<file path="src/rtl/hazard_scoreboard.sv">
// hazard_scoreboard: tracks in-flight destination registers after decode and
// produces operand forwarding selects plus a load-use stall request.
// Entry 0 is EX, entry DEPTH-1 is WB. The youngest matching entry wins.
// Optional feature macro: HAZARD_STATS_EN builds a saturating stall counter
// on StallCount; without it StallCount is tied to zero.
module hazard_scoreboard #(
    parameter int DEPTH      = 3,
    parameter int AW         = 5,
    parameter int LOAD_STAGE = 2
) (
    input  logic                         Clock,
    input  logic                         Reset,
    input  logic                         IssueValid,
    input  logic [AW-1:0]                IssueDest,
    input  logic                         IssueRegWrite,
    input  logic                         IssueIsLoad,
    input  logic [AW-1:0]                SrcA,
    input  logic [AW-1:0]                SrcB,
    input  logic                         SrcAUsed,
    input  logic                         SrcBUsed,
    input  logic                         Flush,
    input  logic                         Hold,
    output logic                         Stall,
    output logic [$clog2(DEPTH+1)-1:0]   FwdSelA,
    output logic [$clog2(DEPTH+1)-1:0]   FwdSelB,
    output logic [31:0]                  StallCount
);

    localparam int SW = $clog2(DEPTH + 1);

    // Per-stage scoreboard entries {Valid, Dest, RegWrite, IsLoad}.
    logic [DEPTH-1:0]         valid_q, valid_d;
    logic [DEPTH-1:0][AW-1:0] dest_q, dest_d;
    logic [DEPTH-1:0]         regwr_q, regwr_d;
    logic [DEPTH-1:0]         isload_q, isload_d;

    logic [SW-1:0] fwd_a, fwd_b;
    logic          haz_a, haz_b;
    logic          stall;
    logic          issue_take;

    // Source lookup: scan oldest to youngest so the youngest match is the
    // last assignment; a younger non-load match therefore masks an older load.
    always_comb begin
        fwd_a = '0;
        fwd_b = '0;
        haz_a = 1'b0;
        haz_b = 1'b0;
        for (int i = DEPTH - 1; i >= 0; i--) begin
            if (SrcAUsed && (SrcA != '0) && valid_q[i] && regwr_q[i] &&
                (dest_q[i] == SrcA)) begin
                fwd_a = SW'(i + 1);
                haz_a = isload_q[i] && (i < LOAD_STAGE);
            end
            if (SrcBUsed && (SrcB != '0) && valid_q[i] && regwr_q[i] &&
                (dest_q[i] == SrcB)) begin
                fwd_b = SW'(i + 1);
                haz_b = isload_q[i] && (i < LOAD_STAGE);
            end
        end
        stall = IssueValid && (haz_a || haz_b);
    end

    assign Stall   = stall;
    assign FwdSelA = fwd_a;
    assign FwdSelB = fwd_b;

    // Next-state: shift the pipeline unless held; entry 0 takes the issuing
    // instruction, or a bubble when stalled, flushed or nothing is issuing.
    always_comb begin
        valid_d    = valid_q;
        dest_d     = dest_q;
        regwr_d    = regwr_q;
        isload_d   = isload_q;
        issue_take = IssueValid && !stall && !Flush;
        if (!Hold) begin
            for (int i = 1; i < DEPTH; i++) begin
                valid_d[i]  = valid_q[i-1];
                dest_d[i]   = dest_q[i-1];
                regwr_d[i]  = regwr_q[i-1];
                isload_d[i] = isload_q[i-1];
            end
            valid_d[0]  = issue_take;
            dest_d[0]   = issue_take ? IssueDest : '0;
            regwr_d[0]  = issue_take && IssueRegWrite;
            isload_d[0] = issue_take && IssueIsLoad;
        end
    end

    // Scoreboard register; reset clears every entry to a bubble at once.
    always_ff @(posedge Clock or negedge Reset) begin
        if (!Reset) begin
            valid_q  <= '0;
            dest_q   <= '0;
            regwr_q  <= '0;
            isload_q <= '0;
        end else begin
            valid_q  <= valid_d;
            dest_q   <= dest_d;
            regwr_q  <= regwr_d;
            isload_q <= isload_d;
        end
    end

`ifdef HAZARD_STATS_EN
    logic [31:0] stall_count_q, stall_count_d;

    // Stall statistics: count cycles that actually stall, saturating.
    always_comb begin
        stall_count_d = stall_count_q;
        if (stall && !Hold && (stall_count_q != 32'hFFFF_FFFF)) begin
            stall_count_d = stall_count_q + 32'd1;
        end
    end

    // Stall counter register.
    always_ff @(posedge Clock or negedge Reset) begin
        if (!Reset) begin
            stall_count_q <= '0;
        end else begin
            stall_count_q <= stall_count_d;
        end
    end

    assign StallCount = stall_count_q;
`else
    assign StallCount = 32'd0;
`endif

endmodule

</file>
<file path="config.mk">
export PLATFORM = sky130hd
export DESIGN_NAME = hazard_scoreboard
export DESIGN_NICKNAME = d
export VERILOG_FILES = /design/src/rtl/hazard_scoreboard.sv
export SDC_FILE = /design/constraint.sdc
export NUM_CORES = 1
export LEC_CHECK = 0
export ABC_AREA = 1
export CAP_MARGIN = 20
export CORE_MARGIN = 10
export CORE_UTILIZATION = 25
export CTS_CLUSTER_SIZE = 40
export DETAILED_ROUTE_END_ITERATION = 16
export HOLD_SLACK_MARGIN = 0.05
export SETUP_SLACK_MARGIN = 0.5
export SLEW_MARGIN = 0
export SYNTH_ARGS = -nofsm -noshare
export SYNTH_HDL_FRONTEND = slang
export SYNTH_SLANG_ARGS = --single-unit
</file>
<file path="constraint.sdc">
create_clock -name Clock -period 1.3 [get_ports Clock]
set_input_delay 0.26 -clock Clock [delete_from_list [all_inputs] [get_ports Clock]]
set_output_delay 0.26 -clock Clock [all_outputs]
set_load 0.01 [all_outputs]
</file>
After elaboration in Yosys (flattened, before gate mapping)
Index checks and enable logic that the tools add are counted.
{"block": "totals", "reg_bits": 23, "input_bits": 24, "wordCells": 53}
{"block": "op_classes", "eq_ne": 6, "n_reduce_logical": 30, "n_mux": 11}
{"cell": "$eq 5x5->1", "count": 6}
{"cell": "$logic_and 1x1->1", "count": 25}
{"cell": "$mux 2", "count": 6}
{"cell": "$reduce_bool 5->1", "count": 2}
{"cell": "$mux 5", "count": 1}
{"cell": "$mux 1", "count": 4}
{"cell": "$logic_not 1->1", "count": 2}
{"cell": "$logic_or 1x1->1", "count": 1}

Depth between registers and ports, before layout
{"block": "logic_depth", "depth_word": 13, "ltp_mapped": 11, "depth_no_buf": 11}

Worst setup path after synthesis
Ideal clock, no wire load.
{"block": "synth_timing", "kind": "reg-to-output", "start": "register dest_q[14] (netlist name)", "end": "output FwdSelA[0]", "n_path_buf": 0, "path_stages_with_launch": 6, "setup_slack_ns": -0.146, "arrival_time_ns": 1.186, "path_cell_list": "dfrtp_1 > xnor2_1 > o2111ai_1 > nor3_1 > nand2_1 > a21boi_0"}
{"block": "synth_via", "elab_chain_cells": 5}
{"item": "from (decl)", "line_no": "33", "rtl": "logic [DEPTH-1:0][AW-1:0] dest_q, dest_d;"}
{"item": "from (signal assigned)", "line_no": "99", "rtl": "dest_q <= dest_d;"}
{"item": "$eq 5x5->1", "line_no": "51", "rtl": "(dest_q[i] == SrcA)) begin"}
{"item": "$logic_and 1x1->1", "line_no": "50", "rtl": "if (SrcAUsed && (SrcA != '0) && valid_q[i] && regwr_q[i] &&"}
{"item": "$mux 2 (3 in series)", "line_no": "50"}
{"item": "to (decl)", "line_no": "24", "rtl": "output logic [$clog2(DEPTH+1)-1:0] FwdSelA,"}
No other way between the ends.

Worst setup path in the final report
{"block": "layout_timing", "start": "register dest_q[0] (netlist name)", "end": "output Stall"}
{"block": "layout_via", "elab_chain_cells": 5, "elab_cells_between_ends": 8}
{"item": "$eq 5x5->1, on equally long branches", "line_no": "51, 56"}
{"item": "$logic_and 1x1->1, on equally long branches", "line_no": "50, 55"}
{"item": "$mux 1, on equally long branches", "line_no": "50, 55"}
{"item": "$logic_or 1x1->1 *", "line_no": "61", "rtl": "stall = IssueValid && (haz_a || haz_b);"}
{"item": "$logic_and 1x1->1 *", "line_no": "61"}
{"item": "to (decl)", "line_no": "23", "rtl": "output logic Stall,"}
Mark *: on every way between the ends. The rest lies on a longest branch, timed or not.

==> results.py <==
metrics = {
    "global_route": {
        "grt_pass1_vias": 1910,
        "grt_pass1_wl_microns": 9350,
        "grt_use_total_pct": 10.2,
        "grt_max_degree": 24,
        "antenna_found_initial": 0,
        "overflow": 0,
    },
    "run_status": {
        "outcome": "complete, but fails checks",
        "violations": "negative setup slack",
    },
    "worst_setup_path": {
        "worst-path-buf-inv": 2,
        "crit_chain": "inv_2, nand2_1, nand3_1, nor3_2, nand3_1, nand2_4, nand2_8, a21oi_4, buf_6",
        "crit_fanout": 4,
        "path_class": "flip-flop to primary output",
        "cpLargestDelayFamily": "simple AND/OR/NAND/NOR gates",
        "required_ps": 1040,
        "end_kind": "primary output",
        "start_kind": "flip-flop",
        "slowest_delay_ps": 430,
        "worst-endpoint-arrival_ps": 1800,
        "critPathSlowestCell": "dfrtp_1",
        "cpMostUsedCell": "nand3_1",
    },
    "sta": {
        "rsz0062_at_grt": "yes",
        "finalHoldViolCount": 0,
        "setup_viol": 13,
        "fin_skew_ps": 4.61,
        "fmax_ghz": 0.486,
        "fin_crit_sh_pct": 158,
        "fin_crit_ps": 2060,
        "maxSlewViolCount": 0,
        "setup_slack_ps": -760,
    },
    "cts": {
        "cts_hold_buf": 0,
        "cts_root_buf": "clkbuf_8",
        "clk_pin_slew_ps": 100,
        "cts_buffer_depth": 2,
        "htreeDepth": 1,
        "cts.sinks": 23,
        "clk_latency_ps": 280,
        "cts-buffers-inserted": 3,
        "cts_tree": "yes",
    },
    "route": {
        "viasPerCell": 4.30,
        "routed_wl_microns": 5780,
        "dr.pass1.iters": 4,
        "drc": 0,
        "via_count": 1927,
        "wl_per_cell_microns": 12.9,
        "drt_iter0_markers": 83,
        "ant_nets": 0,
    },
    "power": {
        "p_per_area_mw_per_mm2": 704,
        "ir_worst_vdd_uv": 373,
        "power_w": 0.00190,
        "leakage_nw": 1.42,
    },
    "min_path": {
        "min_path_type": "primary input to async pin",
    },
    "die": {
        "ios": 61,
        "start_util_pct": 25.4,
        "core-area_sq_mm": 0.00718,
        "die_w_microns": 105,
        "die_h_microns": 105,
        "num_rows": 31,
        "die_area_sq_mm": 0.0111,
    },
    "finish": {
        "antenna-diode-count": 0,
        "drive_gt1_share_pct": 34.1,
        "area_delta_synth_final_pct": 47.7,
        "final_nets": 374,
    },
    "logic_synthesis": {
        "synth.area.top_cells": "dfrtp_1 32%, nand2_1 21%, buf_4 13%",
        "async_flop_share_pct": 100,
        "yosysMostFrequentCell": "nand2_1",
        "netlist_area_sq_mm": 0.00182,
        "ys_seq_elements": 23,
        "synth-warning-count": 0,
        "dominantRegCellSynth": "dfrtp_1",
        "synth-seq-area-share_pct": 31.6,
        "netlist.area_leader.share_pct": 31.6,
        "syn_inst": 272,
        "synth-edff-count": 0,
        "yosysUniqueCellTypes": 29,
        "synthTopCellsByCount": "100 x nand2_1, 32 x buf_4, 23 x dfrtp_1",
        "netlist.top_cell.by_area": "dfrtp_1",
        "syn_avg_cell_area_sq_um": 6.70,
    },
    "placed_design": {
        "portBuffers": 28,
        "dpl_worst_slack_ps": -1290,
        "gp_congestion": 0.954,
        "dp.final_hpwl_microns": 4560,
    },
    "flow_run": {
        "maxCapViolations": 0,
    },
}
[logic make-up after synthesis]
group,synth area share [%]
compound gates,8.65
xor+xnor,3.36
buf+inv,20.4
flops,31.6
other cells,0.206
simple gates,35.8
[worst register-to-register path, cell delays in order, from the launching register on]
cell and delay, ps:
dfrtp_2 450, buf_6 130, nand2_2 50, nand2_1 40, nor2_1 110, nand2_1 70
nor2_1 100, nand3_1 120, nand2_2 120, nand2_4 60, buf_4 130, buf_4 120
buf_6 130, nand4_1 90, nand2_1 60
[cells in the final DEF (no fill, tap or decap), types with 2 or more instances in the layout]
| cell type | Yosys | layout |
|---|---|---|
| a21boi_2 | 0 | 2 |
| a21oi_1 | 3 | 3 |
| buf_12 | 0 | 2 |
| buf_2 | 0 | 4 |
| buf_4 | 32 | 33 |
| buf_6 | 0 | 16 |
| clkbuf_8 | 0 | 3 |
| clkdlybuf4s50_1 | 0 | 12 |
| conb_1 | 1 | 32 |
| dfrtp_1 | 23 | 20 |
| dfrtp_2 | 0 | 3 |
| dlygate4sd2_1 | 0 | 11 |
| inv_1 | 19 | 12 |
| inv_2 | 12 | 19 |
| nand2_1 | 100 | 92 |
| nand2_2 | 2 | 7 |
| nand2_4 | 1 | 4 |
| nand3_1 | 9 | 8 |
| nand3_2 | 2 | 3 |
| nand4_1 | 9 | 9 |
| nor2_1 | 15 | 15 |
| nor2_2 | 3 | 3 |
| nor3_2 | 2 | 4 |
| o211ai_1 | 2 | 2 |
| o21ai_0 | 15 | 5 |
| o21ai_1 | 1 | 4 |
| o21ai_2 | 1 | 8 |
| xnor2_2 | 0 | 4 |
| xor2_1 | 2 | 2 |
[worst paths after layout]
path	start	end	slack, ps	cells after the start
setup reg to reg	dest_q[8]	dest_q[1]	-590	14
hold reg to reg	valid_q[2]	valid_q[2]	480	2
hold / removal	Reset	dest_q[12]	320	2
max in group asynchronous	Reset	isload_q[0]	810	2
min in group Clock	valid_q[2]	valid_q[2]	480	2
setup / recovery	dest_q[0]	Stall	-760	9
[timing repair]
| item | CTS | global route |
|---|---|---|
| resized for setup | 61 | 34 |
| setup buffers | 6 | 3 |
| pin swaps | 14 | 17 |
| setup endpoints to repair | 28 | 24 |
| gates cloned | 0 | 0 |
[registers in the layout (all words and copies together) (netlist names)]
signal,cells
dest_q,15
isload_q,2
valid_q,3
regwr_q,3
[stage by stage]
stage | std cells | utilization (%) | hold slack (ps) | instance area, sq um | setup TNS (ps)
CTS | 445 | 35.6 | 332 | 2560 | -6510
global placement | 435 | 33.9 | 459 | 2430 | -12300
global route | 448 | 37.5 | 333 | 2690 | -9240
finish | 448 | 37.5 | 323 | 2690 | -7860
floorplan | 303 | - | -35.6 | 1990 | -318
detailed placement | 435 | 33.9 | 467 | 2430 | -12380
[power by group]
part | leakage (nW) | total (W) | internal [W] | switching [W]
Combinational | 1.09 | 0.000585 | 0.000276 | 0.000309
Clock | 0.0217 | 0.000491 | 0.000218 | 0.000273
Sequential | 0.305 | 0.000820 | 0.000767 | 0.0000526
Total | 1.42 | 0.00190 | 0.00126 | 0.000635
[layer usage]
| layer | wire length (microns) | global-route usage (%) | share of wire, % |
|---|---|---|---|
| met2 | 2630 | 17.2 | 46 |
| met5 | 0 | 0 | 0 |
| met4 | 190 | 1.76 | 3.3 |
| met3 | 554 | 3.53 | 9.6 |
| met1 | 2400 | 12.4 | 42 |
[layout make-up]
cell class	count	area [sq um]
clock buffers	3	41.3
clock inverters	1	7.51
fillers	776	4480
inverters	31	116
multi-input cells	213	1120
flip-flops and latches	23	579
well taps	99	124
repair buffers	78	704
(Power assumes the default switching activity.)
